[src/rtl/alu_decoder_seq.sv]
// Registered ALU control decoder for the RV32 + CNN MAC pipeline.
// Widened codes cover RV32I, RV32M and MAC; multi-cycle ops are sequenced with a valid/ready handshake.
module alu_decoder_seq #(
    parameter int CTRL_W  = 4,
    parameter int MUL_LAT = 2,
    parameter int DIV_LAT = 32,
    parameter int MAC_LAT = 3
) (
    input  logic              clk,
    input  logic              rst,
    input  logic              valid_i,
    output logic              ready_o,
    input  logic [1:0]        ALUOp,
    input  logic [2:0]        funct3,
    input  logic [6:0]        funct7,
    input  logic [6:0]        op,
    input  logic              flush_i,
    output logic              valid_o,
    input  logic              ready_i,
    output logic [CTRL_W-1:0] alu_ctrl_o,
    output logic              illegal_o,
    output logic              busy_o
);

    localparam int MAX_ML  = (MUL_LAT > MAC_LAT) ? MUL_LAT : MAC_LAT;
    localparam int MAX_LAT = (DIV_LAT > MAX_ML) ? DIV_LAT : MAX_ML;
    localparam int CNT_W   = $clog2(MAX_LAT) + 1;

    localparam logic [CNT_W-1:0] CNT_ONE = CNT_W'(0);
    localparam logic [CNT_W-1:0] CNT_MUL = CNT_W'(MUL_LAT - 1);
    localparam logic [CNT_W-1:0] CNT_DIV = CNT_W'(DIV_LAT - 1);
    localparam logic [CNT_W-1:0] CNT_MAC = CNT_W'(MAC_LAT - 1);

    localparam logic [3:0] C_ADD  = 4'b0000;
    localparam logic [3:0] C_SUB  = 4'b0001;
    localparam logic [3:0] C_AND  = 4'b0010;
    localparam logic [3:0] C_OR   = 4'b0011;
    localparam logic [3:0] C_XOR  = 4'b0100;
    localparam logic [3:0] C_SLT  = 4'b0101;
    localparam logic [3:0] C_SLTU = 4'b0110;
    localparam logic [3:0] C_MAC  = 4'b0111;
    localparam logic [3:0] C_SLL  = 4'b1000;
    localparam logic [3:0] C_SRL  = 4'b1001;
    localparam logic [3:0] C_SRA  = 4'b1010;
    localparam logic [3:0] C_MUL  = 4'b1100;
    localparam logic [3:0] C_MULH = 4'b1101;
    localparam logic [3:0] C_DIV  = 4'b1110;
    localparam logic [3:0] C_REM  = 4'b1111;

    typedef enum logic [1:0] {
        IDLE = 2'b00,
        BUSY = 2'b01,
        OUT  = 2'b10
    } state_e;

    state_e           state_q, state_d;
    logic [CNT_W-1:0] cnt_q, cnt_d;
    logic [3:0]       ctrl_q, ctrl_d;
    logic             ill_q, ill_d;

    logic [3:0]       dec_code_s;
    logic             dec_ill_s;
    logic [CNT_W-1:0] dec_cnt_s;
    logic             is_mext_s;
    logic             f7_known_s;
    logic             f7_alt_bad_s;
    logic             accept_s;
    logic             unused_op_s;

    // Only op[5] (register vs immediate form) matters to this decoder.
    assign unused_op_s  = ^{op[6], op[4:0]};

    assign is_mext_s    = op[5] && (funct7 == 7'b0000001);
    assign f7_known_s   = (funct7 == 7'b0000000) || (funct7 == 7'b0100000) || (funct7 == 7'b0000001);
    assign f7_alt_bad_s = (funct7 == 7'b0100000) && (funct3 != 3'b000) && (funct3 != 3'b101);

    // Field decode: control code, illegal flag and counter preload for the op on the inputs.
    always_comb begin
        dec_code_s = C_ADD;
        dec_ill_s  = 1'b0;
        dec_cnt_s  = CNT_ONE;
        case (ALUOp)
            2'b00: dec_code_s = C_ADD;
            2'b01: dec_code_s = C_SUB;
            2'b11: begin
                dec_code_s = C_MAC;
                dec_cnt_s  = CNT_MAC;
            end
            2'b10: begin
                if (is_mext_s) begin
                    case (funct3)
                        3'b000: begin
                            dec_code_s = C_MUL;
                            dec_cnt_s  = CNT_MUL;
                        end
                        3'b001, 3'b010, 3'b011: begin
                            dec_code_s = C_MULH;
                            dec_cnt_s  = CNT_MUL;
                        end
                        3'b100, 3'b101: begin
                            dec_code_s = C_DIV;
                            dec_cnt_s  = CNT_DIV;
                        end
                        default: begin
                            dec_code_s = C_REM;
                            dec_cnt_s  = CNT_DIV;
                        end
                    endcase
                end else if (op[5] && (!f7_known_s || f7_alt_bad_s)) begin
                    dec_code_s = C_ADD;
                    dec_ill_s  = 1'b1;
                end else begin
                    case (funct3)
                        3'b000:  dec_code_s = (op[5] && funct7[5]) ? C_SUB : C_ADD;
                        3'b001:  dec_code_s = C_SLL;
                        3'b010:  dec_code_s = C_SLT;
                        3'b011:  dec_code_s = C_SLTU;
                        3'b100:  dec_code_s = C_XOR;
                        3'b101:  dec_code_s = funct7[5] ? C_SRA : C_SRL;
                        3'b110:  dec_code_s = C_OR;
                        default: dec_code_s = C_AND;
                    endcase
                end
            end
            default: dec_code_s = C_ADD;
        endcase
    end

    assign ready_o  = (state_q == IDLE) || ((state_q == OUT) && ready_i);
    assign accept_s = valid_i && ready_o && !flush_i;

    // Next-state logic; flush outranks accept, and an accept in OUT chains the next op without a bubble.
    always_comb begin
        state_d = state_q;
        cnt_d   = cnt_q;
        ctrl_d  = ctrl_q;
        ill_d   = ill_q;
        if (flush_i) begin
            state_d = IDLE;
            cnt_d   = CNT_W'(0);
        end else if (accept_s) begin
            ctrl_d  = dec_code_s;
            ill_d   = dec_ill_s;
            cnt_d   = dec_cnt_s;
            state_d = (dec_cnt_s == CNT_ONE) ? OUT : BUSY;
        end else begin
            case (state_q)
                IDLE: state_d = IDLE;
                BUSY: begin
                    if (cnt_q <= CNT_W'(1)) begin
                        state_d = OUT;
                    end else begin
                        cnt_d = cnt_q - CNT_W'(1);
                    end
                end
                OUT: begin
                    if (ready_i) begin
                        state_d = IDLE;
                    end else begin
                        state_d = OUT;
                    end
                end
                default: state_d = IDLE;
            endcase
        end
    end

    // State, counter and result registers.
    always_ff @(posedge clk or negedge rst) begin
        if (!rst) begin
            state_q <= IDLE;
            cnt_q   <= CNT_W'(0);
            ctrl_q  <= 4'b0000;
            ill_q   <= 1'b0;
        end else begin
            state_q <= state_d;
            cnt_q   <= cnt_d;
            ctrl_q  <= ctrl_d;
            ill_q   <= ill_d;
        end
    end

    assign valid_o    = (state_q == OUT);
    assign busy_o     = (state_q == BUSY);
    assign alu_ctrl_o = CTRL_W'(ctrl_q);
    assign illegal_o  = ill_q;

endmodule

[config.mk]
export PLATFORM = sky130hd
export DESIGN_NAME = alu_decoder_seq
export DESIGN_NICKNAME = d
export VERILOG_FILES = /design/src/rtl/alu_decoder_seq.sv
export SDC_FILE = /design/constraint.sdc
export NUM_CORES = 1
export LEC_CHECK = 0
export BUFFER_PORTS_ARGS = -buffer_cell sky130_fd_sc_hd__buf_2
export CAP_MARGIN = 20
export CORE_ASPECT_RATIO = 1.2
export CORE_MARGIN = 2
export CORE_UTILIZATION = 44
export DETAILED_ROUTE_END_ITERATION = 10
export GPL_ROUTABILITY_DRIVEN = 0
export PLACE_DENSITY = 0.82
export SLEW_MARGIN = 20
export SYNTH_ARGS = -nofsm -noshare
export SYNTH_HDL_FRONTEND = slang
export SYNTH_SLANG_ARGS = --single-unit
[constraint.sdc]
create_clock -name clk -period 1.9 [get_ports clk]
set_clock_uncertainty 0.15 [all_clocks]
set_input_delay 0.38 -clock clk [delete_from_list [all_inputs] [get_ports clk]]
set_output_delay 0.38 -clock clk [all_outputs]
set_load 0.02 [all_outputs]
# --- Word level (Yosys, flattened, before mapping) ---
# Cells that the tools add are included.
word_totals:
  register_bits: 13
  latchBits: 0
  mem_bits_rw: 0
  mem_bits_ro: 0
  input_bits: 24
  elab_cells: 72
  memories: 0
op_classes:
  addsub: 1
  mul: 0
  div: 0
  n_lt_le_gt_ge: 1
  n_eq_ne: 16
  shifts: 0
  muxes: 23
  bitwise: 1
  reduce_logical: 26
op_table:
  columns: ["cell", "n"]
  rows:
  - ["one-hot mux 4 bit (7 select lines)", 1]
  - ["two-way mux 6 bit", 4]
  - ["one-hot mux 4 bit (4 select lines)", 1]
  - ["two-way mux 2 bit", 6]
  - ["two-way mux 5 bit", 2]
  - ["one-hot mux 5 bit (2 select lines)", 1]
  - ["equality test 3 bit (second input constant)", 3]
  - ["logical AND 1 bit", 8]
  - ["two-way mux 4 bit", 2]
  - ["equality test 7 x 1 -> 1 bit (second input constant)", 1]
  - ["equality test 7 x 6 -> 1 bit (second input constant)", 1]
  - ["logical NOT 7 bit", 1]
  - ["equality test 2 bit (second input constant)", 3]
  - ["equality test 3 x 2 -> 1 bit (second input constant)", 2]
  - ["less-or-equal comparator 6 x 1 -> 1 bit (second input constant)", 1]
  - ["logical NOT 6 bit", 1]
  - ["inequality test 3 bit (second input constant)", 2]
  - ["one-hot mux 2 bit (3 select lines)", 1]
  - ["nonzero test 3 bit", 2]
  - ["subtractor 6 x 1 -> 6 bit (second input constant)", 1]
  - ["equality test 2 x 1 -> 1 bit (second input constant)", 2]
  - ["logical NOT 2 bit", 2]
  - ["logical OR 1 bit", 4]
  - ["two-way mux 1 bit", 4]
  - ["10 further kinds", 12]

# --- Longest topological paths before layout ---
# Gate-level depths: netlist of run 1.
depth:
  ltp_word: 9
  ltp_mapped: 7

# --- Worst setup path after synthesis of run 1 ---
# Ideal clock, no wire load.
synth_path:
  kind: "register to register"
  start: "register state_q[0]"
  end: "register state_q[1]"
  setup_time_ps: 77
  arrival_time_ps: 1773
  required_ps: 1673
  slack_ps: -100
  path_stages_with_launch: 8
  path_buffers: 1
  synth_period_minus_slack_ps: 2000
  path_cell_list: "dfrtp_1 inv_1 ha_1 a21o_1 and2_1 clkbuf_1 or3_1 a21oi_1"
synth_between:
  elab_chain_len: 7
  word_cells_on_any_way: 11
  cone_classes: "3 x eq/ne; 3 x mux; 5 x reduce/logical"
synth_rtl:
  columns: ["element", "line_no", "text"]
  rows:
  - ["start: declaration", "56", "state_e state_q, state_d;"]
  - ["start signal: assignment", "176", "state_q <= state_d;"]
  - ["equality test 2 bit *", null, null]
  - ["named net valid_o", "18", "output logic valid_o,"]
  - ["logical AND 1 bit *", "129", "assign ready_o = (state_q == IDLE) || ((state_q == OUT) && ready_i);"]
  - ["logical OR 1 bit *", "129", null]
  - ["named net ready_o", "12", "output logic ready_o,"]
  - ["logical AND 1 bit * (2 in series)", "130", "assign accept_s = valid_i && ready_o && !flush_i;"]
  - ["two-way mux 2 bit", "141", "end else if (accept_s) begin"]
  - ["two-way mux 2 bit", "138", "if (flush_i) begin"]
# The timed path passes the listed nets; every way through them passes the cells marked *.
# A chain may end at the register's enable or synchronous reset.

# --- Worst setup path in the final report of run 1 ---
layout_path:
  start: "register cnt_q[5]"
  end: "register cnt_q[1]"
layout_between:
  elab_chain_len: 3
layout_rtl:
  columns: ["element", "line_no", "text"]
  rows:
  - ["start: declaration", "57", "logic [CNT_W-1:0] cnt_q, cnt_d;"]
  - ["start signal: assignment", "177", "cnt_q <= cnt_d;"]
  - ["less-or-equal comparator 6 x 1 -> 1 bit", "150", "if (cnt_q <= CNT_W'(1)) begin"]
  - ["inequality test 3 bit (no source line)", null, null]
  - ["AND reduction 2 bit (no source line)", null, null]
# No other way between the ends.

==> results of run 1 <==
==> registers in the layout, indices dropped and copies added (netlist names) <==
name        cells
alu_ctrl_o      4
cnt_q           6
state_q         2
illegal_o       1
==> cell type report <==
type	count	share of cell area
inverters	7	0.02111
flip-flops and latches	13	0.2613
multi-input cells	84	0.5136
repair buffers	33	0.1528
clock buffers	4	0.02111
well taps	30	0.03015
==> what timing repair did <==
| action | 4_1_cts | 5_1_grt |
|---|---|---|
| gates resized for setup | 0 | 10 |
| setup endpoints to repair | 1 | 7 |
| pin swaps | 1 | 1 |
| endpoints found under the hold margin | 13 | 0 |
| hold buffers | 1 | 0 |
==> per-layer routing <==
| layer | up-vias | routed length, um | track usage |
|---|---|---|---|
| met5 | - | 0 | 0 |
| met4 | 0 | 27 | 0.08333 |
| met3 | 4 | 115 | 0.04221 |
| met2 | 32 | 1272 | 0.4028 |
| met1 | 456 | 900 | 0.2206 |
| li1 | 477 | - | - |
==> cell usage in the layout (no fill, tap or decap), types with 2 or more instances in the layout <==
master / instances
sky130_fd_sc_hd__o31a_1: 3
sky130_fd_sc_hd__o21ai_0: 6
sky130_fd_sc_hd__o211ai_1: 3
sky130_fd_sc_hd__dfrtp_1: 13
sky130_fd_sc_hd__ha_1: 2
sky130_fd_sc_hd__a31oi_1: 4
sky130_fd_sc_hd__nor2b_1: 2
sky130_fd_sc_hd__and2_1: 3
sky130_fd_sc_hd__ha_2: 3
sky130_fd_sc_hd__a21oi_1: 7
sky130_fd_sc_hd__nor3_1: 2
sky130_fd_sc_hd__nand4_1: 3
sky130_fd_sc_hd__buf_2: 24
sky130_fd_sc_hd__inv_1: 6
sky130_fd_sc_hd__xor2_1: 3
sky130_fd_sc_hd__buf_4: 8
sky130_fd_sc_hd__a21boi_0: 2
sky130_fd_sc_hd__nand2_1: 4
sky130_fd_sc_hd__clkbuf_4: 3
sky130_fd_sc_hd__nand3_1: 3
sky130_fd_sc_hd__nor2_1: 5
==> through the flow <==
stage                     setup slack [ns]  area, sq um    util    TNS, ns  total power (W)
final                              0.03174         1245  0.6008          0        0.0007427
after global routing             -0.003828         1245  0.6008  -0.006753        0.0007882
after CTS                         0.006859         1214  0.5857          0        0.0007356
after detailed placement          0.006472         1177  0.5682          0        0.0005613
after global placement             0.03364         1177  0.5682          0        0.0005505
after floorplan                    0.01444        973.4       -          0        0.0004720
==> synthesized netlist by cell type (2+ instances only) <==
master                     count  area [sq um]
sky130_fd_sc_hd__nor3_1        2         10.01
sky130_fd_sc_hd__inv_1         7         26.28
sky130_fd_sc_hd__nor4b_1       2         17.52
sky130_fd_sc_hd__clkbuf_1      3         11.26
sky130_fd_sc_hd__nand2_1       4         15.01
sky130_fd_sc_hd__dfrtp_1      13         325.3
sky130_fd_sc_hd__nor2_1        6         22.52
sky130_fd_sc_hd__nand4_1       3         18.77
sky130_fd_sc_hd__a21boi_0      2         15.01
sky130_fd_sc_hd__o31a_1        3         26.28
sky130_fd_sc_hd__a21o_1        2         15.01
sky130_fd_sc_hd__ha_1          5         62.56
sky130_fd_sc_hd__a31oi_1       4         25.02
sky130_fd_sc_hd__nand3_1       3         15.01
sky130_fd_sc_hd__and2_1        4         25.02
sky130_fd_sc_hd__a21oi_1       7         35.03
sky130_fd_sc_hd__xor2_1        3         26.28
sky130_fd_sc_hd__nor2b_1       2         12.51
sky130_fd_sc_hd__o21ai_0       6         30.03
sky130_fd_sc_hd__o211ai_1      3         22.52
==> critical path, stage by stage (launching register included) <==
cell and delay [ns]:
sky130_fd_sc_hd__dfrtp_1 0.39, sky130_fd_sc_hd__or4_4 0.59, sky130_fd_sc_hd__o21ai_4 0.16, sky130_fd_sc_hd__mux2_4 0.32, sky130_fd_sc_hd__o32ai_2 0.18
==> cell families after synthesis <==
| kind of cell | synth area share |
|---|---|
| AOI/OAI and AO/OA | 0.2829 |
| and+or+nand+nor | 0.2151 |
| DFF | 0.3390 |
| buffers and inverters | 0.03912 |
| adders and majority gates | 0.06519 |
| xor gates and xnor gates | 0.03651 |
| muxes | 0.02216 |
==> power by group through the flow <==
stage,Clock [W],Combinational (W),Sequential (W)
after global placement,0,0.000229,0.000322
after floorplan,0,0.000132,0.000340
after detailed placement,0,0.000238,0.000324
after global routing,0.000188,0.000279,0.000321
final,0.000173,0.000252,0.000318
after CTS,0.000177,0.000241,0.000318
==> final timing paths <==
check                                           from                        end  slack, ns
setup reg to reg                cnt_q[5]$_DFFE_PN0P_       cnt_q[1]$_DFFE_PN0P_       0.03
setup / recovery                cnt_q[5]$_DFFE_PN0P_       cnt_q[1]$_DFFE_PN0P_       0.03
min in group asynchronous                        rst       cnt_q[0]$_DFFE_PN0P_       0.37
hold reg to reg            alu_ctrl_o[1]$_DFFE_PN0P_  alu_ctrl_o[1]$_DFFE_PN0P_       0.35
hold / removal                               flush_i       cnt_q[0]$_DFFE_PN0P_       0.21
max in group asynchronous                        rst      illegal_o$_DFFE_PN0P_       1.00
==> metrics, run 1 <==
first-pass GRT wire length 3829 um; number of I/O port buffers 25; number of flops mapped to enable cells by yosys 0; Die Wd roughly 47 um; Seq/Total Area, Yosys 0.3390; switching share of power 0.3382; minimum clock period 1.868 ns; TritonCTS Buffers 3; switching power summed over all nets roughly 0.00025 W; CTS H-Tree Depth 1; post-detailed-route wirelength per cell approximately 14 um; maximum number of pins on one net before global-route repair 14; unrepaired setup endpoints after global routing true; Post-route DRC 0; GRT Resource Usage Total 0.2107; area of combinational cells with multiple inputs around 640 sq um; Max Freq roughly 540 MHz; leakage dissipation roughly 0.55 nW; relative slew slack 0.8037; number of nets in the layout 171; area of the core 2072 sq um; cell depth of the worst flop-to-flop path 4; number of inserted diodes 0; Startpoint Class flop; arrival time at the worst endpoint 1.92 ns; pin slew with the least headroom to its limit between 0.2 and 0.3 ns; Hold Violations, Final 0; filler cell count between 150 and 200; postcts setup bufs 0; fraction of layout cells with a size suffix above 1 0.3546; # rows 18; worst min-delay path category input port to flop; Root Driver sky130_fd_sc_hd__clkbuf_4; signed area change from the synthesized netlist to the final layout 29.73%; primary flip-flop cell chosen by synthesis mapping sky130_fd_sc_hd__dfrtp_1; number of max-capacitance violations reported 0; worst-case vdd ir drop between 0.4 and 0.5 mV; Cells after DPL roughly 170; hold path cells 2; post-DP HPWL roughly 1900 um; number of placed I/O pins 32; flops & latches, synth 13; final slew viol count 0; Min Hold Slack roughly 0.21 ns; non-filler cells in the finished layout 171; post-synth design cell area about 960 sq um; total wire length after detailed routing roughly 2300 um; Post-synth ARST share 1.000; insertion delay of the later-clocked pin in the worst-skew pair roughly 0.28 ns; Reg area between 300 and 400 sq um; share of total power in combinational logic 0.339; ANT nets after route 0; Synth Area per Inst between 8 and 9 sq um; count of vias placed by the detailed router 969; y dimension of the die approximately 55 um; element type at the critical path end flop; buffer depth of the longest clock path 2; post-DR vias/cell between 5 and 6; Crit Path Class flop to flop; power per cell area slightly below 600 nW/um^2; part of the total power dissipated in the clock network 0.232; Unique masters post-synth 43; number of clock sinks 13; final setup violation count 0; total number of yosys warnings 0; DR pass1 iterations 4; share of power burned in registers 0.428; internal power 0.0004915 W; synthesized netlist net count ~140; outcome completed; register clock-pin slew on the reported worst setup and hold paths around 0.080 ns; initial standard-cell utilization of the core 0.4632; residual overflow from global routing 0; critical path peak fanout 5; final cycle utilization of the critical path 0.9833; Die ar. 2572 sq um; initial detailed-routing violation count 21; TritonCTS clock tree done; instance count of the mapped netlist 107; Worst Path Required 1.95 ns; via count of the first global-routing pass 940; initial antenna violation count 0
Note: power is estimated with default switching activity, not from simulation.
==> run 2: changes to the inputs <==
Settings changed: PLACE_DENSITY 0.82 to 0.74.
==> metrics, run 2 (synthesis gave the netlist of run 1 again) <==
outcome completed; post-place instance area 1177 sq um (unchanged); Max Freq 529.8 MHz (-1.0%); initial antenna violation count 0 (unchanged); buffer depth of the longest clock path 2 (unchanged); TritonCTS clock tree done; switching share of power 0.3337 (-0.004425); number of inserted diodes 0 (unchanged); Startpoint Class flop; insertion delay of the later-clocked pin in the worst-skew pair 0.27 ns (about the same); most frequent standard cell in the layout excluding fill and tap cells sky130_fd_sc_hd__buf_2; DR pass1 iterations 4 (unchanged); worst min-delay path category input port to flop; post-DR vias/cell 5.649 (-0.31%); switching power summed over all nets 0.0002448 W (-2.5%); number of clock sinks 13 (unchanged); postcts setup bufs 0 (unchanged); slowest CP cell sky130_fd_sc_hd__or4_4; Crit Path Class flop to flop; via count of the first global-routing pass 963 (+2.4%); post-route cell area 1247 sq um (+0.20%); non-filler cells in the finished layout 171 (unchanged); number of nets in the layout 171 (unchanged); final slew viol count 0 (unchanged); internal power 0.0004887 W (-0.57%); Reg area 325.3 sq um (unchanged); register clock-pin slew on the reported worst setup and hold paths 0.08 ns (about the same); TritonCTS Buffers 3 (unchanged); y dimension of the die 55.16 um (unchanged); number of flip-flops under the largest register name 6 (unchanged); residual overflow from global routing 0 (unchanged); unrepaired setup endpoints after global routing true; final setup violation count 0 (unchanged); CTS H-Tree Depth 1 (unchanged); initial detailed-routing violation count 11 (-48%); share of total power in combinational logic 0.339 (about the same); critical path peak fanout 5 (unchanged); number of I/O port buffers 25 (unchanged); Worst path top cell family by delay simple AND/OR/NAND/NOR gates; Post-route DRC 0 (unchanged); count of vias placed by the detailed router 966 (-0.31%); worst-case vdd ir drop 0.4095 mV (-0.93%); Die ar. 2572 sq um (unchanged); number of max-capacitance violations reported 0 (unchanged); post-DP HPWL 1901 um (+0.72%); arrival time at the worst endpoint 1.92 ns (about the same); GRT Resource Usage Total 0.2123 (+0.001586); area of the core 2072 sq um (unchanged); fraction of layout cells with a size suffix above 1 0.3475 (-0.007092); number of placed I/O pins 32 (unchanged); ANT nets after route 0 (unchanged); post-detailed-route wirelength per cell 13.95 um (+3.1%); leading cell types in the layout, fill and taps excluded 25 x sky130_fd_sc_hd__buf_2, 13 x sky130_fd_sc_hd__dfrtp_1, 7 x sky130_fd_sc_hd__inv_1, 7 x sky130_fd_sc_hd__buf_4; minimum clock period 1.887 ns (+0.01908 ns); total wire length after detailed routing 2386 um (+3.1%); maximum number of pins on one net before global-route repair 14 (unchanged); signed area change from the synthesized netlist to the final layout 29.99%; part of the total power dissipated in the clock network 0.226 (-0.006); Min Hold Slack 0.2305 ns (+0.01808 ns); # rows 18 (unchanged); Hold Violations, Final 0 (unchanged); filler cell count 198 (+4.2%); area of combinational cells with multiple inputs 644.4 sq um (+0.78%); first-pass GRT wire length 3905 um (+2.0%); share of power burned in registers 0.435 (+0.007); post-route setup TNS 0 ns (unchanged); power per cell area 588.0 nW/um^2 (-1.4%); Cells after DPL 166 (unchanged); initial standard-cell utilization of the core 0.4632 (unchanged); delay of the slowest cell on the worst path 0.58 ns (about the same); relative slew slack 0.8038 (about the same); leakage dissipation 0.5476 nW (about the same); Critical path buffers and inverters 0 (unchanged); pin slew with the least headroom to its limit 0.2905 ns (-0.002587 ns); sequence of cells on the critical path or4_4 > o21ai_4 > mux2_4 > o32ai_2; element type at the critical path end flop; Worst Path Required 1.93 ns (-0.02 ns); Die Wd 46.63 um (unchanged); final cycle utilization of the critical path 0.9933 (+0.01004); Top reg by flops cnt_q; worst-case register-to-register setup slack 0.01 ns (-0.02 ns); Root Driver sky130_fd_sc_hd__clkbuf_4
==> run 2: cell counts in the layout (fill, tap and decap cells not counted) <==
Identical to the previous run, type by type.
==> run 2: stage by stage <==
step / utilization / setup WS [ns] / total power [W]
2_1_floorplan: - / 0.01444 / 0.0004720
3_3_place_gp: 0.5682 / 0.03430 / 0.0005523
3_5_place_dp: 0.5682 / -0.01502 / 0.0005616
4_1_cts: 0.5924 / 0.01202 / 0.0007319
5_1_grt: 0.6021 / -0.03781 / 0.0007770
6_report: 0.6021 / 0.01266 / 0.0007335
==> run 2: timing repair <==
action,CTS,global route
hold buffers,1,0
endpoints found under the hold margin,13,0
endpoints found under the setup margin,2,4
pin swaps,1,1
gates resized for setup,2,5
gates cloned,0,0
==> run 2: final timing paths <==
kind | startpoint | endpoint | cells past startpoint
max | cnt_q[2]$_DFFE_PN0P_ | cnt_q[1]$_DFFE_PN0P_ | 4
min | flush_i | cnt_q[0]$_DFFE_PN0P_ | 2
max reg2reg | cnt_q[2]$_DFFE_PN0P_ | cnt_q[1]$_DFFE_PN0P_ | 4
min reg2reg | alu_ctrl_o[2]$_DFFE_PN0P_ | alu_ctrl_o[2]$_DFFE_PN0P_ | 2
max in group asynchronous | rst | alu_ctrl_o[1]$_DFFE_PN0P_ | 2
min in group asynchronous | rst | alu_ctrl_o[3]$_DFFE_PN0P_ | 2
==> run 2: area by class of cell <==
| type | instances | share of cell area |
|---|---|---|
| multi-input combinational | 84 | 0.5165 |
| sequential | 13 | 0.2608 |
| timing repair buffer | 33 | 0.1505 |
| tap | 30 | 0.03009 |
| clock buffer | 4 | 0.02106 |
| inverter | 7 | 0.02106 |
==> run 2: power by group through the flow <==
stage | combinational [W] | clock [W] | sequential (W)
2_1_floorplan | 0.000132 | 0 | 0.000340
3_3_place_gp | 0.000230 | 0 | 0.000322
3_5_place_dp | 0.000238 | 0 | 0.000324
4_1_cts | 0.000243 | 0.000170 | 0.000319
5_1_grt | 0.000274 | 0.000181 | 0.000322
6_report | 0.000248 | 0.000166 | 0.000319
==> run 2: worst register-to-register path: stages (launching register included) <==
cell and delay, ns:
sky130_fd_sc_hd__dfrtp_1 0.39, sky130_fd_sc_hd__or4_4 0.58, sky130_fd_sc_hd__o21ai_4 0.17, sky130_fd_sc_hd__mux2_4 0.32
sky130_fd_sc_hd__o32ai_2 0.19
==> run 2: layer usage <==
| layer | share of wire | wire, um | GRT usage | up-vias |
|---|---|---|---|---|
| met4 | 0.022 | 52 | 0.1296 | 0 |
| met1 | 0.41 | 976 | 0.2173 | 459 |
| li1 | - | - | - | 474 |
| met2 | 0.54 | 1289 | 0.4074 | 27 |
| met5 | 0 | 0 | 0 | - |
| met3 | 0.028 | 68 | 0.01623 | 6 |
==> run 3: changes to the inputs <==
Settings changed: ABC_AREA from default to 1, CORE_UTILIZATION 44 to 46, PLACE_DENSITY 0.74 to default, PLACE_DENSITY_LB_ADDON from default to 0.3.
==> metrics, run 3 <==
fraction of layout cells with a size suffix above 1 0.2793 (-0.06819); Cells after DPL 205 (+23%); number of I/O port buffers 25 (unchanged); share of power burned in registers 0.441 (+0.006); Critical path buffers and inverters 3 (+3); critical path peak fanout 3 (-2); Post-route DRC 0 (unchanged); synthesized netlist net count 180 (+32%); most frequent standard cell in the layout excluding fill and tap cells sky130_fd_sc_hd__nand2_1; pre-CTS setup slack 0.1656 ns (+0.1807 ns); internal power 0.0004639 W (-5.1%); Root Driver sky130_fd_sc_hd__clkbuf_4; # rows 19 (+1); residual overflow from global routing 0 (unchanged); crit path launch state_q[0]$_DFFE_PN0P_; CP Capture Point ready_o; leading cell types in the layout, fill and taps excluded 38 x sky130_fd_sc_hd__nand2_1, 27 x sky130_fd_sc_hd__inv_1, 25 x sky130_fd_sc_hd__buf_2, 13 x sky130_fd_sc_hd__dfrtp_1, 11 x sky130_fd_sc_hd__nand3_1; DR pass1 iterations 6 (+2); share of total power in combinational logic 0.318 (-0.021); number of placed I/O pins 32 (unchanged); initial detailed-routing violation count 15 (+4); critical path depth 5 (+1); outcome completed; number of nets in the layout 209 (+22%); number of inserted diodes 0 (unchanged); slowest CP cell sky130_fd_sc_hd__dfrtp_1; Die ar. 2708 sq um (+5.3%); unrepaired setup endpoints after global routing false; final setup violation count 0 (unchanged); TritonCTS clock tree done; GRT Resource Usage Total 0.1858 (-0.02648); instance count of the mapped netlist 151 (+41%); cell taking the most area after synthesis sky130_fd_sc_hd__dfrtp_1; delay of the slowest cell on the worst path 0.39 ns (-0.19 ns); maximum number of pins on one net before global-route repair 14 (unchanged); register clock-pin slew on the reported worst setup and hold paths 0.08 ns (about the same); worst-case vdd ir drop 0.2702 mV (-34%); worst-case register-to-register setup slack 0.17 ns (+0.16 ns); arrival time at the worst endpoint 1.29 ns (-0.63 ns); number of flops mapped to enable cells by yosys 0 (unchanged); final slew viol count 0 (unchanged); flops & latches, synth 13 (unchanged); post-route setup TNS 0 ns (unchanged); most common cell in the synthesized netlist sky130_fd_sc_hd__nand2_1; count of vias placed by the detailed router 1,028 (+6.4%); final cycle utilization of the critical path 0.9596 (-0.03376); post-synth design cell area 1061 sq um (+11%); synth top area cells sky130_fd_sc_hd__dfrtp_1 31%, sky130_fd_sc_hd__nand2_1 13%, sky130_fd_sc_hd__inv_1 9.6%, sky130_fd_sc_hd__ha_1 5.9%, sky130_fd_sc_hd__nand3_1 5.2%; TritonCTS Buffers 3 (unchanged); switching share of power 0.3460 (+0.01228); smallest setup slack after layout 0.07680 ns (+0.06414 ns); Post-synth ARST share 1.000 (unchanged); total number of yosys warnings 0 (unchanged); relative slew slack 0.8097 (+0.005906); initial standard-cell utilization of the core 0.4748 (+0.01164); part of the total power dissipated in the clock network 0.241 (+0.015); proportion of netlist area held by the largest area contributor 0.3066 (-0.03238); minimum clock period 1.823 ns (-0.06414 ns); cell with the most instances on the worst path sky130_fd_sc_hd__inv_1; leakage dissipation 0.6899 nW (+26%); Worst path top cell family by delay flip-flops; buffer depth of the longest clock path 2 (unchanged); Die Wd 47.84 um (+2.6%); leading post-synthesis cells by instance count 38 x sky130_fd_sc_hd__nand2_1, 27 x sky130_fd_sc_hd__inv_1, 13 x sky130_fd_sc_hd__dfrtp_1; Startpoint Class flop; via count of the first global-routing pass 970 (+0.73%); Reg-to-Reg End cnt_q[0]$_DFFE_PN0P_; Hold Violations, Final 0 (unchanged); first-pass GRT wire length 3636 um (-6.9%); Synth Area per Inst 7.027 sq um (-22%); worst r2r src state_q[0]$_DFFE_PN0P_; Max Freq 548.5 MHz (+3.5%); Unique masters post-synth 25 (-42%); sequence of cells on the critical path inv_1 > ha_1 > inv_1 > nand2_4 > buf_2; Worst Path Required 1.37 ns (-0.56 ns); primary flip-flop cell chosen by synthesis mapping sky130_fd_sc_hd__dfrtp_1; post-DR vias/cell 4.895 (-13%); number of clock sinks 13 (unchanged); element type at the critical path end output port; cell depth of the worst flop-to-flop path 10 (+6); Top reg by flops cnt_q; Seq/Total Area, Yosys 0.3066 (-0.03238); signed area change from the synthesized netlist to the final layout 19.10%; non-filler cells in the finished layout 210 (+23%); Power, Total 0.0007094 W (-3.3%); number of flip-flops under the largest register name 6 (unchanged); number of max-capacitance violations reported 0 (unchanged); total wire length after detailed routing 2114 um (-11%); post-DP HPWL 1738 um (-8.5%); area of the core 2235 sq um (+7.8%); pin slew with the least headroom to its limit 0.2854 ns (-0.005060 ns); initial antenna violation count 0 (unchanged); power per cell area 561.4 nW/um^2 (-4.5%); postcts setup bufs 0 (unchanged); CTS H-Tree Depth 1 (unchanged); post-detailed-route wirelength per cell 10.07 um (-28%); ANT nets after route 0 (unchanged); switching power summed over all nets 0.0002455 W (+0.27%); insertion delay of the later-clocked pin in the worst-skew pair 0.28 ns (about the same); Crit Path Class flop to output port; y dimension of the die 56.61 um (+2.6%); worst min-delay path category input port to flop
==> run 3: changes by cell type after synthesis, sizes merged, moves of 3 or more <==
cell,change
o21ai,+6
clkbuf,-3
o31a,-3
and2,-4
inv,+22
nand3,+12
a31oi,-4
nor2,+8
xor2,-3
nand2,+39
==> run 3: worst min path at each step <==
| stage | slack, ns | start | endpoint | cells after the start |
|---|---|---|---|---|
| after global routing | 0.27 | flush_i | cnt_q[5]$_DFFE_PN0P_ | 4 |
| after detailed placement | 0.13 | rst | cnt_q[2]$_DFFE_PN0P_ | 1 |
| after floorplan | -0.07 | rst | alu_ctrl_o[0]$_DFFE_PN0P_ | 0 |
| after CTS | 0.25 | flush_i | cnt_q[5]$_DFFE_PN0P_ | 4 |
| final | 0.26 | flush_i | cnt_q[5]$_DFFE_PN0P_ | 4 |
| after global placement | 0.13 | rst | cnt_q[2]$_DFFE_PN0P_ | 1 |
==> run 3: tightest hold or removal path, delay by kind of cell <==
family          cells  cell delay, ns
compound gates      1            0.06
buf+inv             1            0.11
simple gates        2            0.10
==> run 3: logic make-up (layout without fill, tap and decap cells) <==
family	Yosys count	after routing	synth area share
buffers and inverters	31	59	0.1120
adder cells (fa/ha/maj)	5	5	0.05896
AND/OR/NAND/NOR	80	80	0.3986
flip-flops	13	13	0.3066
AO/OA/AOI/OAI	22	22	0.1238
==> run 3: power groups by stage <==
stage / Sequential, W / Clock (W) / Combinational, W
2_1_floorplan: 0.000333 / 0 / 0.000139
3_3_place_gp: 0.000317 / 0 / 0.000217
3_5_place_dp: 0.000318 / 0 / 0.000224
4_1_cts: 0.000313 / 0.000179 / 0.000226
5_1_grt: 0.000316 / 0.000192 / 0.000255
6_report: 0.000313 / 0.000171 / 0.000225
==> run 3: stage by stage <==
stage / instance area (sq um) / hold WS (ns) / util
2_1_floorplan: 1061 / -0.06559 / -
4_1_cts: 1251 / 0.2504 / 0.5599
3_3_place_gp: 1215 / 0.1277 / 0.5437
6_report: 1264 / 0.2565 / 0.5655
3_5_place_dp: 1215 / 0.1343 / 0.5437
5_1_grt: 1264 / 0.2651 / 0.5655
==> run 3: cell type report <==
| type | instances | area (sq um) |
|---|---|---|
| Clock buffer | 4 | 26.28 |
| Timing Repair Buffer | 26 | 135.1 |
| Inverter | 29 | 108.9 |
| Sequential cell | 13 | 325.3 |
| Tap cell | 31 | 38.79 |
| Fill cell | 229 | 970.9 |
| Multi-Input combinational cell | 107 | 629.4 |
==> run 3: repair_timing <==
action / in CTS / in global routing
endpoints found under the setup margin: 0 / 2
hold endpoints to repair: 13 / 0
hold buffers: 1 / 0
gates resized for setup: 0 / 2
==> run 3: routing by layer <==
layer	up-vias	share of wire	GRT usage
met5	-	0	0
met4	0	0.027	0.1197
met3	4	0.026	0.009646
met2	19	0.53	0.3105
met1	471	0.42	0.2143
li1	534	-	-
